===== src/rtl/toggle_pulse_gen.sv =====
// toggle_pulse_gen: synchronises and debounces a raw push-button level and emits a
//   single-cycle toggle pulse on t_out for each accepted press (no pulse on release).
// Latency: t_out is high the cycle after edge E(SYNC_STAGES+DEBOUNCE_CYCLES-1), where E0
//   is the first edge that samples btn_in high. No backpressure: t_out is a pure pulse.
// Ports: clk (system clock), reset (synchronous, active-low), btn_in (raw async level),
//   t_out (registered one-cycle toggle pulse), btn_level (registered debounced level).
// Optional macro AUTO_REPEAT_EN: while the button stays pressed, an extra pulse is emitted
//   every REPEAT_CYCLES cycles after the initial one. Undefined: one pulse per press.
module toggle_pulse_gen #(
  parameter int SYNC_STAGES     = 2,
  parameter int DEBOUNCE_CYCLES = 4,
  parameter int REPEAT_CYCLES   = 16,
  parameter int CNT_W           = 8
) (
  input  logic clk,
  input  logic reset,
  input  logic btn_in,
  output logic t_out,
  output logic btn_level
);

  // Elaboration-time sanity check on the parameter set.
  if (SYNC_STAGES < 2 || DEBOUNCE_CYCLES < 2 || REPEAT_CYCLES < 2 ||
      (DEBOUNCE_CYCLES - 1) >= (2 ** CNT_W) || (REPEAT_CYCLES - 1) >= (2 ** CNT_W)) begin : g_param_check
    $error("toggle_pulse_gen: illegal parameter combination");
  end

  typedef enum logic [1:0] {
    IDLE         = 2'd0,
    PRESS_WAIT   = 2'd1,
    PRESSED      = 2'd2,
    RELEASE_WAIT = 2'd3
  } state_t;

  localparam logic [CNT_W-1:0] DEB_LAST = CNT_W'(DEBOUNCE_CYCLES - 1);
  localparam logic [CNT_W-1:0] CNT_ONE  = CNT_W'(1);

  logic [SYNC_STAGES-1:0] sync_q;
  logic                   s;
  state_t                 state_q, state_d;
  logic [CNT_W-1:0]       cnt_q, cnt_d;
  logic                   t_d;
  logic                   level_d;

  // Synchroniser chain; only the last stage is ever looked at by the FSM.
  always_ff @(posedge clk) begin
    if (!reset) begin
      sync_q <= '0;
    end else begin
      sync_q <= {sync_q[SYNC_STAGES-2:0], btn_in};
    end
  end

  assign s = sync_q[SYNC_STAGES-1];

`ifdef AUTO_REPEAT_EN
  localparam logic [CNT_W-1:0] REP_LAST = CNT_W'(REPEAT_CYCLES - 1);
  logic [CNT_W-1:0] rcnt_q, rcnt_d;

  always_ff @(posedge clk) begin
    if (!reset) begin
      rcnt_q <= '0;
    end else begin
      rcnt_q <= rcnt_d;
    end
  end
`endif

  always_ff @(posedge clk) begin
    if (!reset) begin
      state_q   <= IDLE;
      cnt_q     <= '0;
      t_out     <= 1'b0;
      btn_level <= 1'b0;
    end else begin
      state_q   <= state_d;
      cnt_q     <= cnt_d;
      t_out     <= t_d;
      btn_level <= level_d;
    end
  end

  always_comb begin
    state_d = state_q;
    cnt_d   = cnt_q;
    t_d     = 1'b0;
    level_d = btn_level;
`ifdef AUTO_REPEAT_EN
    rcnt_d  = '0;
`endif
    case (state_q)
      IDLE: begin
        if (s) begin
          state_d = PRESS_WAIT;
          cnt_d   = CNT_ONE;
        end
      end
      PRESS_WAIT: begin
        if (!s) begin
          // Bounce during the press window: drop back without a pulse.
          state_d = IDLE;
          cnt_d   = '0;
        end else if (cnt_q == DEB_LAST) begin
          state_d = PRESSED;
          cnt_d   = '0;
          t_d     = 1'b1;
          level_d = 1'b1;
        end else begin
          cnt_d = cnt_q + CNT_ONE;
        end
      end
      PRESSED: begin
        if (!s) begin
          state_d = RELEASE_WAIT;
          cnt_d   = CNT_ONE;
        end else begin
`ifdef AUTO_REPEAT_EN
          if (rcnt_q == REP_LAST) begin
            t_d    = 1'b1;
            rcnt_d = '0;
          end else begin
            rcnt_d = rcnt_q + CNT_ONE;
          end
`endif
        end
      end
      RELEASE_WAIT: begin
        if (s) begin
          // Release bounce: button is still held, no new pulse and the
          // repeat period starts over.
          state_d = PRESSED;
          cnt_d   = '0;
        end else if (cnt_q == DEB_LAST) begin
          state_d = IDLE;
          cnt_d   = '0;
          level_d = 1'b0;
        end else begin
          cnt_d = cnt_q + CNT_ONE;
        end
      end
      default: begin
        state_d = IDLE;
        cnt_d   = '0;
      end
    endcase
  end

endmodule


===== config.mk =====
export PLATFORM = sky130hd
export DESIGN_NAME = toggle_pulse_gen
export DESIGN_NICKNAME = d
export VERILOG_FILES = /design/src/rtl/toggle_pulse_gen.sv
export SDC_FILE = /design/constraint.sdc
export NUM_CORES = 1
export LEC_CHECK = 0
export CAP_MARGIN = 20
export CORE_MARGIN = 2
export CORE_UTILIZATION = 48
export DETAILED_ROUTE_END_ITERATION = 12
export PLACE_DENSITY = 0.74
export SETUP_SLACK_MARGIN = 0.15
export SLEW_MARGIN = 40
export SYNTH_ARGS = -nofsm -noshare
export SYNTH_HDL_FRONTEND = slang
export SYNTH_SLANG_ARGS = --single-unit

===== constraint.sdc =====
create_clock -name clk -period 1.7 [get_ports clk]
set_clock_uncertainty 0.2 [all_clocks]
set_input_delay 0.17 -clock clk [delete_from_list [all_inputs] [get_ports clk]]
set_output_delay 0.17 -clock clk [all_outputs]
set_load 0.005 [all_outputs]

-- After elaboration in Yosys (flattened, before gate mapping)
Cells that the tools add are included.
- register bits after elaboration: 14
- output and inout bits: 2
- logic and storage cells: 43
- $add $sub $neg: 1
- equal/unequal tests: 12
- multiplexer cells: 19
- reduce and logical (&&, ||, !) cells: 6
- operators by type and width (operator ; count):
    two-way mux 8 bit ; 5
    one-hot mux 8 bit (4 select lines) ; 1
    two-way mux 2 bit ; 6
    inequality test 2 bit, second input constant ; 6
    adder 8 x 1 -> 8 bit, second input constant ; 1
    == test 8 x 2 -> 1 bit, second input constant ; 1
    one-hot mux 2 bit (4 select lines) ; 1
    inequality test 3 bit, second input constant ; 2
    two-way mux 1 bit ; 5
    AND reduction 5 bit ; 1
    == test 2 bit, second input constant ; 2
    AND reduction 4 bit ; 1
    AND reduction 3 bit ; 1
    == test 2 x 1 -> 1 bit, second input constant ; 1
    zero test 2 bit ; 1
    one-hot mux 1 bit (2 select lines) ; 1
    AND reduction 2 bit ; 1
    nonzero test 2 bit ; 1

-- Depth between registers and ports, before layout
Gate-level depths: netlist of the first run.
- word-level depth: 4
- depth in mapped cells: 5

-- Worst setup path after synthesis of the first run
OpenSTA, ideal clock, no wires.
- path type: flip-flop to flip-flop
- start: reg cnt_q[0]
- end: reg cnt_q[6]
- setup time: 0.074 ns
- arrival: 1.342 ns
- slack: 0.084 ns
- cell stages (with the launch flop): 6
- path buffers: 0
- path through: dfxtp_1 > ha_1 > and3_1 > nand3_1 > or4_1 > a31oi_1
- cells in the longest elaborated chain, start to end: 4
- elaborated cells between the ends (all ways): 6
- those cells by class: 1 x add/sub; 1 x eq/ne; 4 x mux
- ends and longest elaborated chain (item ; RTL line ; RTL):
    start: declaration ; 41 ; logic [CNT_W-1:0] cnt_q, cnt_d;
    start signal: assignment ; 77 ; cnt_q <= cnt_d;
    adder 8 x 1 -> 8 bit / == test 8 x 2 -> 1 bit (equally long branches) ; n/a ;
    two-way mux 8 bit (*) ; 103, 133 ;
    two-way mux 8 bit, on equally long branches ; 128, 99 ;
    one-hot mux 8 bit (4 select lines) (*) ; 91 ; case (state_q)
Every way passes the cells marked *; elsewhere a longest branch is shown, timed or not.
A chain may end at the register's enable or synchronous reset.

-- Worst setup path in the final report of the first run
- start: reg cnt_q[1]
- end: reg btn_level
- cells in the longest elaborated chain, start to end: 3
- elaborated cells between the ends (all ways): 4
- those cells by class: 3 x eq/ne; 1 x reduce/logical
- ends and longest elaborated chain (item ; RTL line ; RTL):
    == test 8 x 2 -> 1 bit (*) ; 103, 133 ;
    inequality test 2 bit (no line) ; n/a ;
    AND reduction 5 bit (no line) (*) ; n/a ;
    end signal: assignment ; 79 ; btn_level <= level_d;
    end: declaration ; 19 ; output logic btn_level
Marks and branches as above.

==> results.sh, run 1 <==
export IMPL_status="finished clean"
export IMPL_clock_sinks=14
export IMPL_path_max_fanout=5
export IMPL_vias=597
export IMPL_core_area_sq_um=1285
export IMPL_std_cell_rows=13
export IMPL_path_class="flop to flop"
export IMPL_synth_edff_count=0
export IMPL_cts_buffers=3
export IMPL_max_slew_worst_pin_slew_ps=419.3
export IMPL_relSlewSlack_pct=71.85
export IMPL_clock_root_buffer="clkbuf_4"
export IMPL_hold_viol=0
export IMPL_design_power_total_uw=572.4
export IMPL_ios=5
export IMPL_grt_setup_unrepaired="true"
export IMPL_htreeDepth=1
export IMPL_path_clk_slew_ps=90
export IMPL_regArea_sq_um=292.8
export IMPL_peakVddDrop_uv=498.2
export IMPL_drc=0
export IMPL_ys_seq_area_share_pct=42.75
export IMPL_dp_hpwl_microns=961.4
export IMPL_cp_data_arrival_time_ps=1670
export IMPL_drv_slew=0
export IMPL_hp_class="flop to flop"
export IMPL_grt_pass1_wl_mm=2.221
export IMPL_ys_ff_latch=14
export IMPL_io_buffers=4
export IMPL_end_kind="flop"
export IMPL_antenna_found_initial=0
export IMPL_multi_input_area_sq_um=419.2
export IMPL_dieArea_sq_um=1677
export IMPL_place_inst=93
export IMPL_synthCells=71
export IMPL_drive_gt1_share_pct=39.29
export IMPL_synth_distinct_cells=29
export IMPL_maxCapViolations=0
export IMPL_syn_area_sq_um=655.6
export IMPL_fillerInstances=97
export IMPL_post_place_ws_ps=-0.1870
export IMPL_die_h_microns=40.96
export IMPL_power_density_nw_per_um2=659.2
export IMPL_worstSkewPairLatency_ps=280
export IMPL_ant_nets=0
export IMPL_timing_fmax_mhz=609.3
export IMPL_area_delta_synth_final_pct=32.44
export IMPL_overflow=0
export IMPL_grt_pass1_vias=478
export IMPL_initial_core_util_pct=51.02
export IMPL_final_cell_mix="dfxtp_1, buf_4, nand2_1"
export IMPL_final_common_cell="dfxtp_1"
export IMPL_drtPass1Iterations=4
export IMPL_setup_violations=0
export IMPL_fin_nets=90
export IMPL_power_leakage_nw=0.3030
export IMPL_final_core_util_pct=67.58
export IMPL_grtUsageTotal_pct=20.83
export IMPL_avgSynthCellArea_sq_um=9.234
export IMPL_fp_dieW_microns=40.96
export IMPL_yosysWarnings=0
export IMPL_diodes=0
export IMPL_grt_max_degree=9
export IMPL_synth_main_ff_cell="dfxtp_1"
export IMPL_routed_wl_mm=1.585
export IMPL_synth_fp_nets=75
export IMPL_cts_tree="yes"
export IMPL_layout_min_cycle_time_ps=1641
export IMPL_final_cells=99
export IMPL_fin_crit_sh_pct=96.54
export IMPL_startpoint_type="flop"
export IMPL_cts_buffer_depth=2
export IMPL_gp_congestion=0.8093
export IMPL_viasPerCell=6.030
export IMPL_drt_initial_drc_count=18
export IMPL_wire_per_inst_microns=16.01
export IMPL_async_flop_share_pct=0
export IMPL_finalWorstSetupSlack_ps=58.76
export IMPL_cp_required_ps=1730
## cells in the mapped netlist, types with 2 or more instances
cell / count / share of area, %
dfxtp_1: 14 / 43
xor2_1: 2 / 2.7
and2_1: 3 / 2.9
a21oi_1: 5 / 3.8
a32o_1: 2 / 3.1
a31oi_1: 3 / 2.9
nand3_1: 5 / 3.8
nor3_1: 2 / 1.5
and3_1: 3 / 2.9
xnor2_1: 2 / 2.7
nand2_1: 6 / 3.4
nand4_1: 2 / 1.9
nor2_1: 3 / 1.7
o21ai_0: 2 / 1.5
inv_1: 3 / 1.7
## path summary, 6_finish.rpt
path / depth (start not counted) / end / startpoint / slack (ps)
hold reg to reg: 1 / sync_q[1] / sync_q[0] / 250
setup reg to reg: 6 / btn_level / cnt_q[1] / 60
setup / recovery: 6 / btn_level / cnt_q[1] / 60
hold / removal: 1 / sync_q[1] / sync_q[0] / 250
## power breakdown
group	switching [mW]	total, mW	internal (mW)
Clock	0.107	0.189	0.0823
Sequential	0.00686	0.339	0.332
Combinational	0.0216	0.0443	0.0227
## cell families after synthesis
| logic type | synth area share (%) |
|---|---|
| xor gates and xnor gates | 5.344 |
| adders and majority gates | 1.908 |
| buffers and inverters | 3.626 |
| AOI/OAI and AO/OA | 18.89 |
| and+or+nand+nor | 27.48 |
| DFF | 42.75 |
## worst max-delay path, stage by stage (launching register included)
cell and delay [ps]:
dfxtp_4 370, ha_4 140, nor4b_4 220, buf_4 210, nand4_1 120, a21o_2 230, a21oi_2 100
## cell type report
| class | instances | share of cell area (%) |
|---|---|---|
| multi-input combinational | 52 | 48.27 |
| sequential | 14 | 33.72 |
| timing repair buffer | 12 | 11.96 |
| clock buffer | 3 | 2.594 |
| tap | 15 | 2.161 |
| inverter | 3 | 1.297 |
## state kept, by name, summed over array words and instances, names as in the netlist, named ones only
signal,flops
cnt_q,8
btn_level,1
sync_q,2
t_out,1
state_q,1
## layer usage
| layer | track usage, % | vias to the layer above | routed length [microns] |
|---|---|---|---|
| met5 | 0 | - | 0 |
| met2 | 28.13 | 30 | 696 |
| li1 | - | 291 | - |
| met4 | 15.00 | 0 | 69 |
| met3 | 3.261 | 9 | 113 |
| met1 | 29.28 | 267 | 705 |
## metrics by stage
| step | hold WS (ps) | instance area [sq um] | TNS [ps] |
|---|---|---|---|
| global placement | 219.9 | 748.2 | 0 |
| detailed placement | 224.9 | 748.2 | -0.1870 |
| floorplan | 97.29 | 664.4 | 0 |
| CTS | 246.1 | 802.0 | 0 |
| global route | 279.1 | 868.3 | -22.59 |
| finish | 245.9 | 868.3 | 0 |
## what timing repair did
item,CTS,global route
resized for setup,4,17
setup endpoints to repair,10,11
setup buffers,2,1
pin swaps,1,3
hold buffers,0,0
No activity file was read; power rests on OpenSTA's default activity.
==> inputs of run 2 (changes only) <==
--- a/config.mk
+++ b/config.mk
@@ -6,10 +6,11 @@
 export NUM_CORES = 1
 export LEC_CHECK = 0
 export CAP_MARGIN = 20
-export CORE_MARGIN = 2
-export CORE_UTILIZATION = 48
+export CORE_AREA = 2 2 39 41
 export DETAILED_ROUTE_END_ITERATION = 12
-export PLACE_DENSITY = 0.74
+export DIE_AREA = 0 0 41 43
+export GPL_TIMING_DRIVEN = 1
+export PLACE_DENSITY = 0.73
 export SETUP_SLACK_MARGIN = 0.15
 export SLEW_MARGIN = 40
 export SYNTH_ARGS = -nofsm -noshare
==> constraint.sdc (replaced) <==
create_clock -name clk -period 1.8 [get_ports clk]
set_clock_uncertainty 0.2 [all_clocks]
set_input_delay 0.18 -clock clk [delete_from_list [all_inputs] [get_ports clk]]
set_output_delay 0.18 -clock clk [all_outputs]
set_load 0.005 [all_outputs]
==> run 2 against run 1 <==
  * Sequential share of layout area grew 1.7 points
  * Die area grew 5.1%
  * Worst setup slack gained 66 ps
  * Clock power shrank 5%
  * Utilization shrank 8.5 points
  * First-iteration DRC count shrank 28%
  * Sequential power shrank 5.9%
  * Clock-buffer cell count is the same
  * Cell area shrank 5.9%
  * Critical path type unchanged
==> results.sh, run 2 (same netlist as run 1, synthesis figures left out) <==
export IMPL_status="finished clean"
export IMPL_grt_pass1_vias=551
export IMPL_cts_buffer_depth=2
export IMPL_clock_root_buffer="clkbuf_4"
export IMPL_r2r_slack_ps=120
export IMPL_setup_violations=0
export IMPL_ios=5
export IMPL_grtUsageTotal_pct=19.62
export IMPL_worstHoldStart="sync_q[0]"
export IMPL_finalWorstSetupSlack_ps=124.3
export IMPL_drive_gt1_share_pct=26.51
export IMPL_wire_per_inst_microns=14.10
export IMPL_cp_data_arrival_time_ps=1700
export IMPL_drt_initial_drc_count=13
export IMPL_final_common_cell="dfxtp_1"
export IMPL_cts_tree="yes"
export IMPL_post_place_ws_ps=31.29
export IMPL_peakVddDrop_uv=427.7
export IMPL_power_leakage_nw=0.2951
export IMPL_core_area_sq_um=1384
export IMPL_area_delta_synth_final_pct=24.62
export IMPL_power_density_nw_per_um2=655.9
export IMPL_dieArea_sq_um=1763
export IMPL_hold_viol=0
export IMPL_maxCapViolations=0
export IMPL_die_h_microns=43
export IMPL_path_clk_slew_ps=80
export IMPL_hp_class="flop to flop"
export IMPL_std_cell_rows=14
export IMPL_clock_sinks=14
export IMPL_initial_core_util_pct=47.38
export IMPL_fin_nets=89
export IMPL_grt_pass1_wl_mm=2.297
export IMPL_startpoint_type="flop"
export IMPL_path_class="flop to flop"
export IMPL_max_slew_worst_pin_slew_ps=369.5
export IMPL_largest_registers="cnt_q x8, sync_q x2"
export IMPL_ant_nets=0
export IMPL_final_core_util_pct=59.04
export IMPL_htreeDepth=1
export IMPL_routed_wl_mm=1.396
export IMPL_dpl_cell_area_sq_um=733.2
export IMPL_layout_min_cycle_time_ps=1676
export IMPL_timing_rr_start="cnt_q[1]"
export IMPL_drc=0
export IMPL_timing_fmax_mhz=596.8
export IMPL_fp_dieW_microns=41
export IMPL_fillerInstances=119
export IMPL_end_kind="flop"
export IMPL_worstSkewPairLatency_ps=280
export IMPL_largest_reg_flops=8
export IMPL_final_area_sq_um=817.0
export IMPL_fin_tns_setup_ps=0
export IMPL_ctsHoldBuffers=0
export IMPL_drtPass1Iterations=4
export IMPL_viasPerCell=5.828
export IMPL_cts_buffers=3
export IMPL_gp_congestion=0.8450
export IMPL_drv_slew=0
export IMPL_vias=577
export IMPL_relSlewSlack_pct=75.19
export IMPL_path_max_fanout=4
export IMPL_final_cell_mix="dfxtp_1, buf_4, nand2_1"
export IMPL_antenna_found_initial=0
export IMPL_grt_max_degree=9
export IMPL_overflow=0
export IMPL_dp_hpwl_microns=937.8
export IMPL_grt_setup_unrepaired="true"
export IMPL_cp_required_ps=1830
export IMPL_io_buffers=4
export IMPL_fin_crit_sh_pct=93.09
export IMPL_startpoint="cnt_q[1]"
export IMPL_regMostFlops="cnt_q"
export IMPL_diodes=0
==> run 2: cell types whose count changed in the layout (fill, tap and decap cells not counted), sizes merged <==
| cell | before | now |
|---|---|---|
| buf | 8 | 7 |
==> run 2: report_power, final <==
part	internal [mW]	leakage (nW)	switching [mW]
clock network	0.0778	0.0138	0.101
logic	0.0198	0.166	0.0182
registers	0.313	0.116	0.00542
total	0.411	0.295	0.125
==> run 2: per-stage QoR <==
step	hold WS [ps]	instances	power, mW
after floorplan	107.3	71	0.3458
after global placement	220.7	93	0.3601
after detailed placement	218.6	93	0.3607
after CTS	247.4	97	0.5355
after global routing	274.9	99	0.5553
final	249.8	99	0.5359
==> run 2: metal layers <==
| layer | part of all wire [%] | vias to the layer above | wire, microns | track usage [%] |
|---|---|---|---|---|
| met5 | 0 | - | 0 | 0 |
| li1 | - | 292 | - | - |
| met1 | 45 | 269 | 631 | 23.36 |
| met2 | 48 | 11 | 675 | 30.00 |
| met4 | 3.3 | 0 | 46 | 14.00 |
| met3 | 3.1 | 5 | 43 | 3.141 |
==> run 2: timing repair <==
item                       in CTS  in global routing
setup endpoints to repair       7                  6
pin swaps                       1                  3
setup buffers                   1                  2
resized for setup               6                  6
==> run 2: worst paths after layout <==
path | endpoint | depth (start not counted)
worst max register to register | btn_level | 6
worst min register to register | sync_q[1] | 1
worst min-delay path | sync_q[1] | 1
worst max-delay path | btn_level | 6
==> run 2: layout make-up <==
cell class	instances	area, sq um	area share [%]
Timing Repair Buffer	11	92.59	11.33
Tap cell	16	20.02	2.450
Inverter	3	11.26	1.378
Clock buffer	3	22.52	2.757
Sequential cell	14	289.0	35.38
Multi-Input combinational cell	52	381.6	46.71
==> run 2: worst max-delay path: stages, from the launching register on <==
cell     delay, ps
dfxtp_4        370
ha_4           150
nor4b_4        250
buf_4          190
nand4_1        120
a21o_2         240
a21oi_2        100
